[src/rtl/pipe_out_gen_if.sv]
// Pipe-out endpoint handshake: FWFT data word, block-ready flag and read strobe.
interface pipe_out_gen_if;
    logic        pipe_out_read;
    logic [31:0] pipe_out_data;
    logic        pipe_out_ready;

    modport master (input pipe_out_read, output pipe_out_data, output pipe_out_ready);
    modport slave  (output pipe_out_read, input pipe_out_data, input pipe_out_ready);
endinterface

[src/rtl/pipe_out_gen.sv]
// Pipe Out pattern source with a throttled virtual FIFO gating pipe_out_ready.
// Optional error injection enabled by defining PIPE_OUT_GEN_ERR_INJECT_EN.
module pipe_out_gen #(
    parameter int BLOCK_WORDS = 256
) (
    input  logic                  clk,
    input  logic                  reset,
    pipe_out_gen_if.master        pipe_out,
    input  logic                  throttle_set,
    input  logic [31:0]           throttle_val,
    input  logic [2:0]            pattern,
    output logic [31:0]           word_count,
    output logic [15:0]           underflow_count
`ifdef PIPE_OUT_GEN_ERR_INJECT_EN
    ,
    input  logic                  inject_err
`endif
);

    typedef enum logic [2:0] {
        MODE_COUNT = 3'd0,
        MODE_LFSR  = 3'd1,
        MODE_WALK  = 3'd2,
        MODE_ALT   = 3'd3,
        MODE_ZERO  = 3'd4
    } mode_t;

    localparam logic [16:0] BLOCK_LEVEL = 17'(BLOCK_WORDS);
    localparam logic [16:0] LEVEL_MAX   = 17'h10000;

    mode_t       mode;
    mode_t       reset_mode;
    logic [31:0] gen_word;
    logic [31:0] throttle;
    logic [16:0] level;
    logic        ready_reg;
    logic        read;
    logic        fill;

    function automatic logic [31:0] first_word(input mode_t m);
        case (m)
            MODE_COUNT: first_word = 32'h0000_0001;
            MODE_LFSR:  first_word = 32'h04C1_1DB7;
            MODE_WALK:  first_word = 32'h0000_0001;
            MODE_ALT:   first_word = 32'hAAAA_AAAA;
            default:    first_word = 32'h0000_0000;
        endcase
    endfunction

    function automatic logic [31:0] next_word(input mode_t m, input logic [31:0] w);
        case (m)
            MODE_COUNT: next_word = w + 32'd1;
            MODE_LFSR:  next_word = {w[30:0], w[31] ^ w[21] ^ w[1] ^ w[0]};
            MODE_WALK:  next_word = {w[30:0], w[31]};
            MODE_ALT:   next_word = ~w;
            default:    next_word = 32'h0000_0000;
        endcase
    endfunction

    // Patterns 4..7 all collapse onto the constant-zero mode.
    assign reset_mode = (pattern > 3'd3) ? MODE_ZERO : mode_t'(pattern);
    assign read       = pipe_out.pipe_out_read;
    assign fill       = throttle[0];

    always_ff @(posedge clk) begin
        if (reset) begin
            mode            <= reset_mode;
            gen_word        <= first_word(reset_mode);
            throttle        <= throttle_val;
            level           <= 17'd0;
            ready_reg       <= 1'b0;
            word_count      <= 32'd0;
            underflow_count <= 16'd0;
        end else begin
            ready_reg <= (level >= BLOCK_LEVEL);
            throttle  <= throttle_set ? throttle_val : {throttle[0], throttle[31:1]};
            if (read) begin
                gen_word   <= next_word(mode, gen_word);
                word_count <= word_count + 32'd1;
                if (level == 17'd0 && underflow_count != 16'hFFFF)
                    underflow_count <= underflow_count + 16'd1;
            end
            // A simultaneous fill and read leave the level unchanged.
            if (fill && !read && level != LEVEL_MAX)
                level <= level + 17'd1;
            else if (read && !fill && level != 17'd0)
                level <= level - 17'd1;
        end
    end

`ifdef PIPE_OUT_GEN_ERR_INJECT_EN
    logic err_pending;

    // The pending flag corrupts exactly one later read, never the read it coincides with.
    always_ff @(posedge clk) begin
        if (reset)
            err_pending <= 1'b0;
        else if (read && err_pending)
            err_pending <= 1'b0;
        else if (inject_err)
            err_pending <= 1'b1;
    end

    assign pipe_out.pipe_out_data = gen_word ^ {31'd0, err_pending};
`else
    assign pipe_out.pipe_out_data = gen_word;
`endif

    assign pipe_out.pipe_out_ready = ready_reg;

endmodule

[src/flat_wrapper.sv]
// flat-port wrapper written by rule: the top's interface ports become plain ports
module pipe_out_gen_flat 
#(
    parameter int BLOCK_WORDS = 256
)
  (clk, reset, throttle_set, throttle_val, pattern, word_count, underflow_count, pipe_out_pipe_out_read, pipe_out_pipe_out_data, pipe_out_pipe_out_ready);
  pipe_out_gen_if pipe_out_i ();
  input  logic clk;
  input  logic reset;
  input  logic throttle_set;
  input  logic [31:0] throttle_val;
  input  logic [2:0] pattern;
  output logic [31:0] word_count;
  output logic [15:0] underflow_count;
  input wire logic [$bits(pipe_out_i.pipe_out_read)-1:0] pipe_out_pipe_out_read;
  output wire logic [$bits(pipe_out_i.pipe_out_data)-1:0] pipe_out_pipe_out_data;
  output wire logic [$bits(pipe_out_i.pipe_out_ready)-1:0] pipe_out_pipe_out_ready;
  assign pipe_out_i.pipe_out_read = pipe_out_pipe_out_read;
  assign pipe_out_pipe_out_data = pipe_out_i.pipe_out_data;
  assign pipe_out_pipe_out_ready = pipe_out_i.pipe_out_ready;
  pipe_out_gen #(.BLOCK_WORDS(BLOCK_WORDS)) u_core (.clk(clk), .reset(reset), .pipe_out(pipe_out_i), .throttle_set(throttle_set), .throttle_val(throttle_val), .pattern(pattern), .word_count(word_count), .underflow_count(underflow_count));
endmodule
[config.mk]
export PLATFORM = sky130hd
export DESIGN_NAME = pipe_out_gen_flat
export DESIGN_NICKNAME = d
export VERILOG_FILES = /design/src/rtl/pipe_out_gen_if.sv /design/src/rtl/pipe_out_gen.sv /design/src/flat_wrapper.sv
export SDC_FILE = /design/constraint.sdc
export NUM_CORES = 1
export LEC_CHECK = 0
export CELL_PAD_IN_SITES_DETAIL_PLACEMENT = 1
export CELL_PAD_IN_SITES_GLOBAL_PLACEMENT = 2
export CORE_MARGIN = 3
export CORE_UTILIZATION = 30
export CTS_CLUSTER_DIAMETER = 200
export DETAILED_ROUTE_END_ITERATION = 6
export GPL_TIMING_DRIVEN = 0
export HOLD_SLACK_MARGIN = 0.1
export MAX_ROUTING_LAYER = met4
export PLACE_DENSITY_LB_ADDON = 0.1
export REMOVE_ABC_BUFFERS = 1
export SLEW_MARGIN = 20
export SYNTH_ARGS = -nofsm -noshare
export SYNTH_HDL_FRONTEND = slang
export SYNTH_SLANG_ARGS = --single-unit
[constraint.sdc]
create_clock -name clk -period 3.9 [get_ports clk]
set_input_delay 0.78 -clock clk [delete_from_list [all_inputs] [get_ports clk]]
set_output_delay 0.78 -clock clk [all_outputs]
set_load 0.05 [all_outputs]
==> impl_summary.log, run 1 <==
[metrics] full die area: 26200 um2
[metrics] maxcap violations: 0
[metrics] RePlAce Congestion: 0.772
[metrics] clock tree from TritonCTS: yes
[metrics] clock slew seen by the registers of the worst setup and hold paths: 0.06 ns
[metrics] count of buffering cells on the critical path with inverters included: 3
[metrics] Final Instance Area: 9610 um2
[metrics] initial antenna violation count: 4
[metrics] end-of-flow core utilization: 0.406
[metrics] Hold/Removal Path Class: reg -> reg
[metrics] buffer cell driving the clock tree root: clkbuf_16
[metrics] data required time at the worst endpoint: 4.23 ns
[metrics] number of iterations in the first detailed-routing pass: 4
[metrics] ys flop type: dfxtp_1
[metrics] adder-cell share of the synthesized area: 0.0353
[metrics] transition time of the tightest slew-check pin: 0.986 ns
[metrics] number of sinks on the clock net: 133
[metrics] clock buffers created by TritonCTS: 17
[metrics] worst-path maximum fanout: 13
[metrics] part of the Yosys area used for sequential elements: 0.413
[metrics] cell-by-cell listing of the critical path: dlygate4sd2_1 -> nor2b_1 -> o21ai_4 -> buf_6 -> inv_1 -> fa_1 -> nand3b_1 -> a31oi_2 -> o211ai_1 -> a21oi_2 -> a41oi_2 -> a21oi_2 -> mux2_4 -> o32ai_2
[metrics] number of cells on the worst hold path: 1
[metrics] final hold violations: 0
[metrics] Final #Nets: 990
[metrics] share of synthesized flip-flops with an asynchronous set or reset: 0
[metrics] routed vias: 6333
[metrics] final worst-path cycle share: 0.929
[metrics] total area of multi-input combinational cells: 4130 um2
[metrics] clock tree buffer depth: 2
[metrics] number of cell rows: 56
[metrics] Final Max Tran Viols: 0
[metrics] overall die width: 162 um
[metrics] Critical-path top delay cell: dlygate4sd2_1
[metrics] capturing point of the worst reg2reg path: u_core.level[16]
[metrics] Max rail drop VDD: 0.265 mV
[metrics] layout overhead on the synthesized area: 31.7%
[metrics] aggregate global routing overflow: 0
[metrics] effective utilization at floorplan: 0.308
[metrics] global-route wire length before repair: 34.2 mm
[metrics] internal reg-to-reg setup slack: 0.28 ns
[metrics] Critical Path Source Type: primary input
[metrics] static leakage power: 3.57 nW
[metrics] sequential standard cell area: 3010 um2
[metrics] count of yosys warnings during synthesis: 0
[metrics] peak clock frequency supported by timing: 276 MHz
[metrics] outcome: complete, no violations
[metrics] share of synthesized cell area in and, or, nand and nor gates: 0.233
[metrics] GRT Total Usage: 0.166
[metrics] count of boundary I/O pins: 120
[metrics] clock network latency to the later pin of the worst-skew pair: 0.42 ns
[metrics] destination of the worst hold path: u_core.throttle[0]
[metrics] final worst path period need: 3.62 ns
[metrics] drc violations: 0
[metrics] maximum level of the CTS H-tree: 4
[metrics] Worst Path Class, Setup: in -> reg
[metrics] layout cells sized above 1: 0.111
[metrics] core area: 23700 um2
[metrics] Avg Synthesized Cell Area: 8.91 um2
[metrics] sort of element at the end of the critical path: flop
[metrics] filler cell count: 2755
[metrics] vertical die dimension: 162 um
[metrics] I/O Buffers: 119
[metrics] RSZ-0062 raised after global routing: no
[metrics] Routed WL per cell: 16.6 um
[metrics] peak per-stage delay on the critical path: 0.48 ns
[metrics] wire length reported by the detailed router: 21.1 mm
[metrics] antenna-violating nets left: 0
[metrics] Gate Count Post-Synth: 819
[metrics] FF+latch count, synth: 133
[metrics] first-iteration detailed-routing DRC count: 264
[metrics] Placed Instances: 1227
[metrics] remaining max-slew budget at the tightest pin: 0.341
[metrics] number of library cell types mapped by synthesis: 60
[metrics] startpoint of the most critical register-to-register path: u_core.level[1]
[metrics] pin count of the biggest net entering global routing: 62
[metrics] synthesized-area fraction occupied by xor and xnor cells: 0.0816
[metrics] CP arrival: 3.95 ns
[metrics] mux share of post-synthesis cell area: 0.0777
[metrics] most used cell, CP: a21oi_2
[metrics] instance area at placement: 8910 um2
[metrics] Cell Pwr Density: 516 nW/um2
[metrics] HPWL reported at the end of detailed placement: 14.9 mm
[metrics] worst hold slack across all endpoints: 0.453 ns
[metrics] worst-case clock skew: 0.0109 ns
[metrics] startpoint of the worst hold path: u_core.throttle[1]
[metrics] EDFF count, synth: 35
[metrics] cell family contributing the most delay on the critical path: compound AO/OA/AOI/OAI gates
[metrics] number of standard cells in the final layout excluding fillers: 1267
[metrics] worst r2r path cells: 14
[metrics] Final TNS setup: 0 ns
[metrics] share of the synthesized area in compound gates (AO/OA/AOI/OAI): 0.129
[metrics] final-report setup violation count: 0
[metrics] netlist area before placement: 7300 um2
[metrics] mean number of vias per cell: 5.00
[metrics] vias in the first global route: 6701
[metrics] Hold-fix buffers, CTS: 0
[metrics] dominant combinational cell family by area after synthesis: simple AND/OR/NAND/NOR gates
-- what timing repair did --
item	in CTS	in global routing
hold endpoints to repair	0	0
cloned	0	0
setup endpoints to repair	1	1
pin swaps	1	3
resized for setup	3	5
setup buffers	1	3
-- flip-flops by register name (all words and copies together), names as in the netlist --
signal	count
u_core.level	17
u_core.throttle	32
u_core.word_count	32
u_core.pipe_out.pipe_out_data	32
u_core.mode	3
u_core.underflow_count	16
u_core.pipe_out.pipe_out_ready	1
-- cell usage in the layout (no fill, tap or decap), types with 6 or more instances in the layout --
master             n
mux2_2            33
xor2_1            39
a21o_1             6
nand2b_1           6
o21ai_0           40
nand3_1           33
inv_1             15
a211oi_1           8
o21ai_1           14
and4_1             8
nand4_1           11
xnor2_1           29
clkbuf_16         18
clkdlybuf4s50_1  117
a31oi_1            7
a21oi_1           37
nand2_1           83
and2_1             8
nor2_1           107
edfxtp_1          35
ha_1              19
a221oi_1          11
nor3_1            10
mux2i_1           18
nor2b_1           23
and3_1            16
inv_6              6
nand3b_1           6
dfxtp_1           98
-- synth_stat cells (all sizes together) (19+ instances only) --
cell	number	area, um2
mux2	34	387
edfxtp	35	1050
xor2	39	342
nand2	84	318
ha	19	238
dfxtp	98	1960
nand3	33	165
clkbuf	31	116
nor2	109	409
o21ai	56	284
a21oi	39	199
xnor2	29	254
nor2b	23	144
-- kinds of logic (layout without fill, tap and decap cells) --
kind of cell | Yosys count | count (layout)
buffers and inverters | 55 | 180
AO/OA/AOI/OAI | 152 | 152
other | 0 | 4
AND/OR/NAND/NOR | 339 | 339
XOR/XNOR | 68 | 68
flip-flops | 133 | 133
multiplexers | 52 | 52
adder cells (fa/ha/maj) | 20 | 20
-- per-stage QoR --
| stage | worst slack [ns] | total power, mW |
|---|---|---|
| after global routing | 0.00177 | 5.28 |
| final | 0.278 | 4.96 |
| after floorplan | 0.0858 | 2.79 |
| after detailed placement | -0.657 | 3.22 |
| after CTS | 0.0602 | 4.96 |
| after global placement | -2.15 | 3.14 |
-- worst max path at each step --
stage,cells past startpoint,to,startpoint
finish,14,u_core.level[16],pipe_out_pipe_out_read
global route,14,u_core.level[16],pipe_out_pipe_out_read
CTS,14,u_core.level[16],u_core.level[8]
detailed placement,14,u_core.level[16],pipe_out_pipe_out_read
global placement,3,u_core.throttle[11],reset
floorplan,13,u_core.level[16],u_core.level[8]
-- routing by layer --
metal	part of all wire	track usage
met1	0.45	0.197
met2	0.48	0.271
met3	0.054	0.0515
met4	0.016	0.0496
met5	0	-
-- final cells by class --
type	instances	share of cell area
flip-flops and latches	133	0.314
inverters	16	0.00625
diodes	4	0.00104
well taps	319	0.0415
clock inverters	13	0.0151
multi-input cells	631	0.430
clock buffers	19	0.0483
repair buffers	132	0.144
-- where the power goes --
part           switching (mW)  internal [mW]  total [mW]  leakage, nW
logic                   0.830          0.689        1.52         2.08
clock network           0.730          0.969        1.70        0.305
registers               0.175           1.57        1.74         1.19
total                    1.74           3.23        4.96         3.57
(Power assumes the default switching activity.)
==> run 2, diff against run 1 <==
--- a/config.mk
+++ b/config.mk
@@ -9,6 +9,7 @@
 export CELL_PAD_IN_SITES_GLOBAL_PLACEMENT = 2
 export CORE_MARGIN = 3
 export CORE_UTILIZATION = 30
+export CTS_BUF_LIST = sky130_fd_sc_hd__clkbuf_16
 export CTS_CLUSTER_DIAMETER = 200
 export DETAILED_ROUTE_END_ITERATION = 6
 export GPL_TIMING_DRIVEN = 0
==> impl_summary.log, run 2 (synthesis gave the netlist of run 1 again) <==
[metrics] final worst path period need: 3.62 ns
[metrics] GRT Total Usage: 0.166
[metrics] layout overhead on the synthesized area: 31.5%
[metrics] cell-by-cell listing of the critical path: dlygate4sd2_1 -> nor2b_1 -> o21ai_4 -> buf_6 -> inv_1 -> fa_1 -> nand3b_1 -> a31oi_2 -> o211ai_1 -> a21oi_2 -> a41oi_2 -> a21oi_2 -> mux2_4 -> o32ai_2
[metrics] power spent charging and discharging nets: 1.73 mW
[metrics] internal reg-to-reg setup slack: 0.28 ns
[metrics] Critical Path Source Type: primary input
[metrics] most frequent standard cell in the layout excluding fill and tap cells: clkdlybuf4s50_1
[metrics] final hold violations: 0
[metrics] clock network fraction of design power: 0.340
[metrics] clock network latency to the later pin of the worst-skew pair: 0.42 ns
[metrics] Hold/Removal Path Class: reg -> reg
[metrics] wire length reported by the detailed router: 21.0 mm
[metrics] initial antenna violation count: 4
[metrics] share of total power in sequential cells: 0.353
[metrics] vertical die dimension: 162 um
[metrics] filler cell count: 2757
[metrics] clock buffers created by TritonCTS: 17
[metrics] final-report setup violation count: 0
[metrics] aggregate global routing overflow: 0
[metrics] maximum level of the CTS H-tree: 4
[metrics] Worst Slack Setup Final: 0.276 ns
[metrics] HPWL reported at the end of detailed placement: 14.9 mm
[metrics] peak clock frequency supported by timing: 276 MHz
[metrics] most used cell, CP: a21oi_2
[metrics] worst-case clock skew: 0.0133 ns
[metrics] pin count of the biggest net entering global routing: 62
[metrics] transition time of the tightest slew-check pin: 0.986 ns
[metrics] total area of multi-input combinational cells: 4130 um2
[metrics] antenna-violating nets left: 0
[metrics] switching power as a share of total power: 0.351
[metrics] worst setup slack after placement: -0.657 ns
[metrics] instance area at placement: 8910 um2
[metrics] maxcap violations: 0
[metrics] CP arrival: 3.96 ns
[metrics] internal power of the cells: 3.21 mW
[metrics] cell family contributing the most delay on the critical path: compound AO/OA/AOI/OAI gates
[metrics] RePlAce Congestion: 0.772
[metrics] clock tree from TritonCTS: yes
[metrics] Worst Path Class, Setup: in -> reg
[metrics] mean number of vias per cell: 4.99
[metrics] number of sinks on the clock net: 133
[metrics] global-route wire length before repair: 34.2 mm
[metrics] Placed Instances: 1227
[metrics] number of standard cells in the final layout excluding fillers: 1267
[metrics] number of iterations in the first detailed-routing pass: 4
[metrics] Combinational Power Share: 0.307
[metrics] Final Max Tran Viols: 0
[metrics] count of boundary I/O pins: 120
[metrics] peak per-stage delay on the critical path: 0.48 ns
[metrics] vias in the first global route: 6697
[metrics] layout cells sized above 1: 0.110
[metrics] effective utilization at floorplan: 0.308
[metrics] sort of element at the end of the critical path: flop
[metrics] most frequent cells in the layout: clkdlybuf4s50_1 (117), nor2_1 (107), dfxtp_1 (98)
[metrics] drc violations: 0
[metrics] clock slew seen by the registers of the worst setup and hold paths: 0.06 ns
[metrics] RSZ-0062 raised after global routing: no
[metrics] Routed WL per cell: 16.6 um
[metrics] remaining max-slew budget at the tightest pin: 0.341
[metrics] clock tree buffer depth: 2
[metrics] Final TNS setup: 0 ns
[metrics] routed vias: 6327
[metrics] count of buffering cells on the critical path with inverters included: 3
[metrics] full die area: 26200 um2
[metrics] Final Instance Area: 9600 um2
[metrics] Max rail drop VDD: 0.262 mV
[metrics] outcome: complete, no violations
[metrics] data required time at the worst endpoint: 4.23 ns
[metrics] worst-path maximum fanout: 13
[metrics] Final #Nets: 990
[metrics] I/O Buffers: 119
[metrics] buffer cell driving the clock tree root: clkbuf_16
[metrics] overall die width: 162 um
[metrics] Cell Pwr Density: 515 nW/um2
[metrics] final worst-path cycle share: 0.929
[metrics] number of cell rows: 56
[metrics] first-iteration detailed-routing DRC count: 268
[metrics] core area: 23700 um2
[metrics] Critical-path top delay cell: dlygate4sd2_1
[metrics] sequential standard cell area: 3010 um2
[metrics] static leakage power: 3.57 nW
run 2: cell types whose count changed in the layout (fill, tap and decap cells not counted), sizes merged:
cell	before	now
clkinv	1	2
clkbuf	19	18
run 2: layer usage:
| layer | global-route usage | vias up | part of all wire |
|---|---|---|---|
| met5 | - | - | 0 |
| met3 | 0.0515 | 22 | 0.051 |
| met2 | 0.271 | 98 | 0.48 |
| met1 | 0.197 | 3066 | 0.45 |
| met4 | 0.0496 | 0 | 0.015 |
| li1 | - | 3141 | - |
run 2: power by group through the flow:
stage                     registers, mW  clock network [mW]  logic, mW
final                              1.74                1.68       1.52
after global routing               1.77                1.80       1.69
after CTS                          1.74                1.73       1.47
after detailed placement           1.76                   0       1.46
after global placement             1.78                   0       1.37
after floorplan                    1.87                   0      0.922
run 2: final timing paths:
kind / to / depth (start not counted) / startpoint
setup reg to reg: u_core.level[16] / 14 / u_core.level[1]
hold / removal: u_core.throttle[26] / 1 / u_core.throttle[27]
setup / recovery: u_core.level[16] / 14 / pipe_out_pipe_out_read
hold reg to reg: u_core.throttle[26] / 1 / u_core.throttle[27]
run 2: metrics by stage:
stage	total power, mW	util	hold WS (ns)
6_report	4.94	0.405	0.452
5_1_grt	5.26	0.405	0.466
4_1_cts	4.94	0.402	0.454
3_5_place_dp	3.22	0.376	0.442
3_3_place_gp	3.14	0.369	0.440
2_1_floorplan	2.79	-	0.433
run 2: area by class of cell:
cell class,count,share of cell area
tap,319,0.0416
clock buffer,18,0.0469
clock inverter,14,0.0155
timing repair buffer,132,0.144
inverter,16,0.00626
multi-input combinational,631,0.430
antenna,4,0.00104
sequential,133,0.314
run 2: timing repair:
action | 4_1_cts | 5_1_grt
buffers inserted | 1 | 3
gates resized for setup | 3 | 5
endpoints found under the setup margin | 1 | 1
hold buffers | 0 | 0
pin swaps | 1 | 3
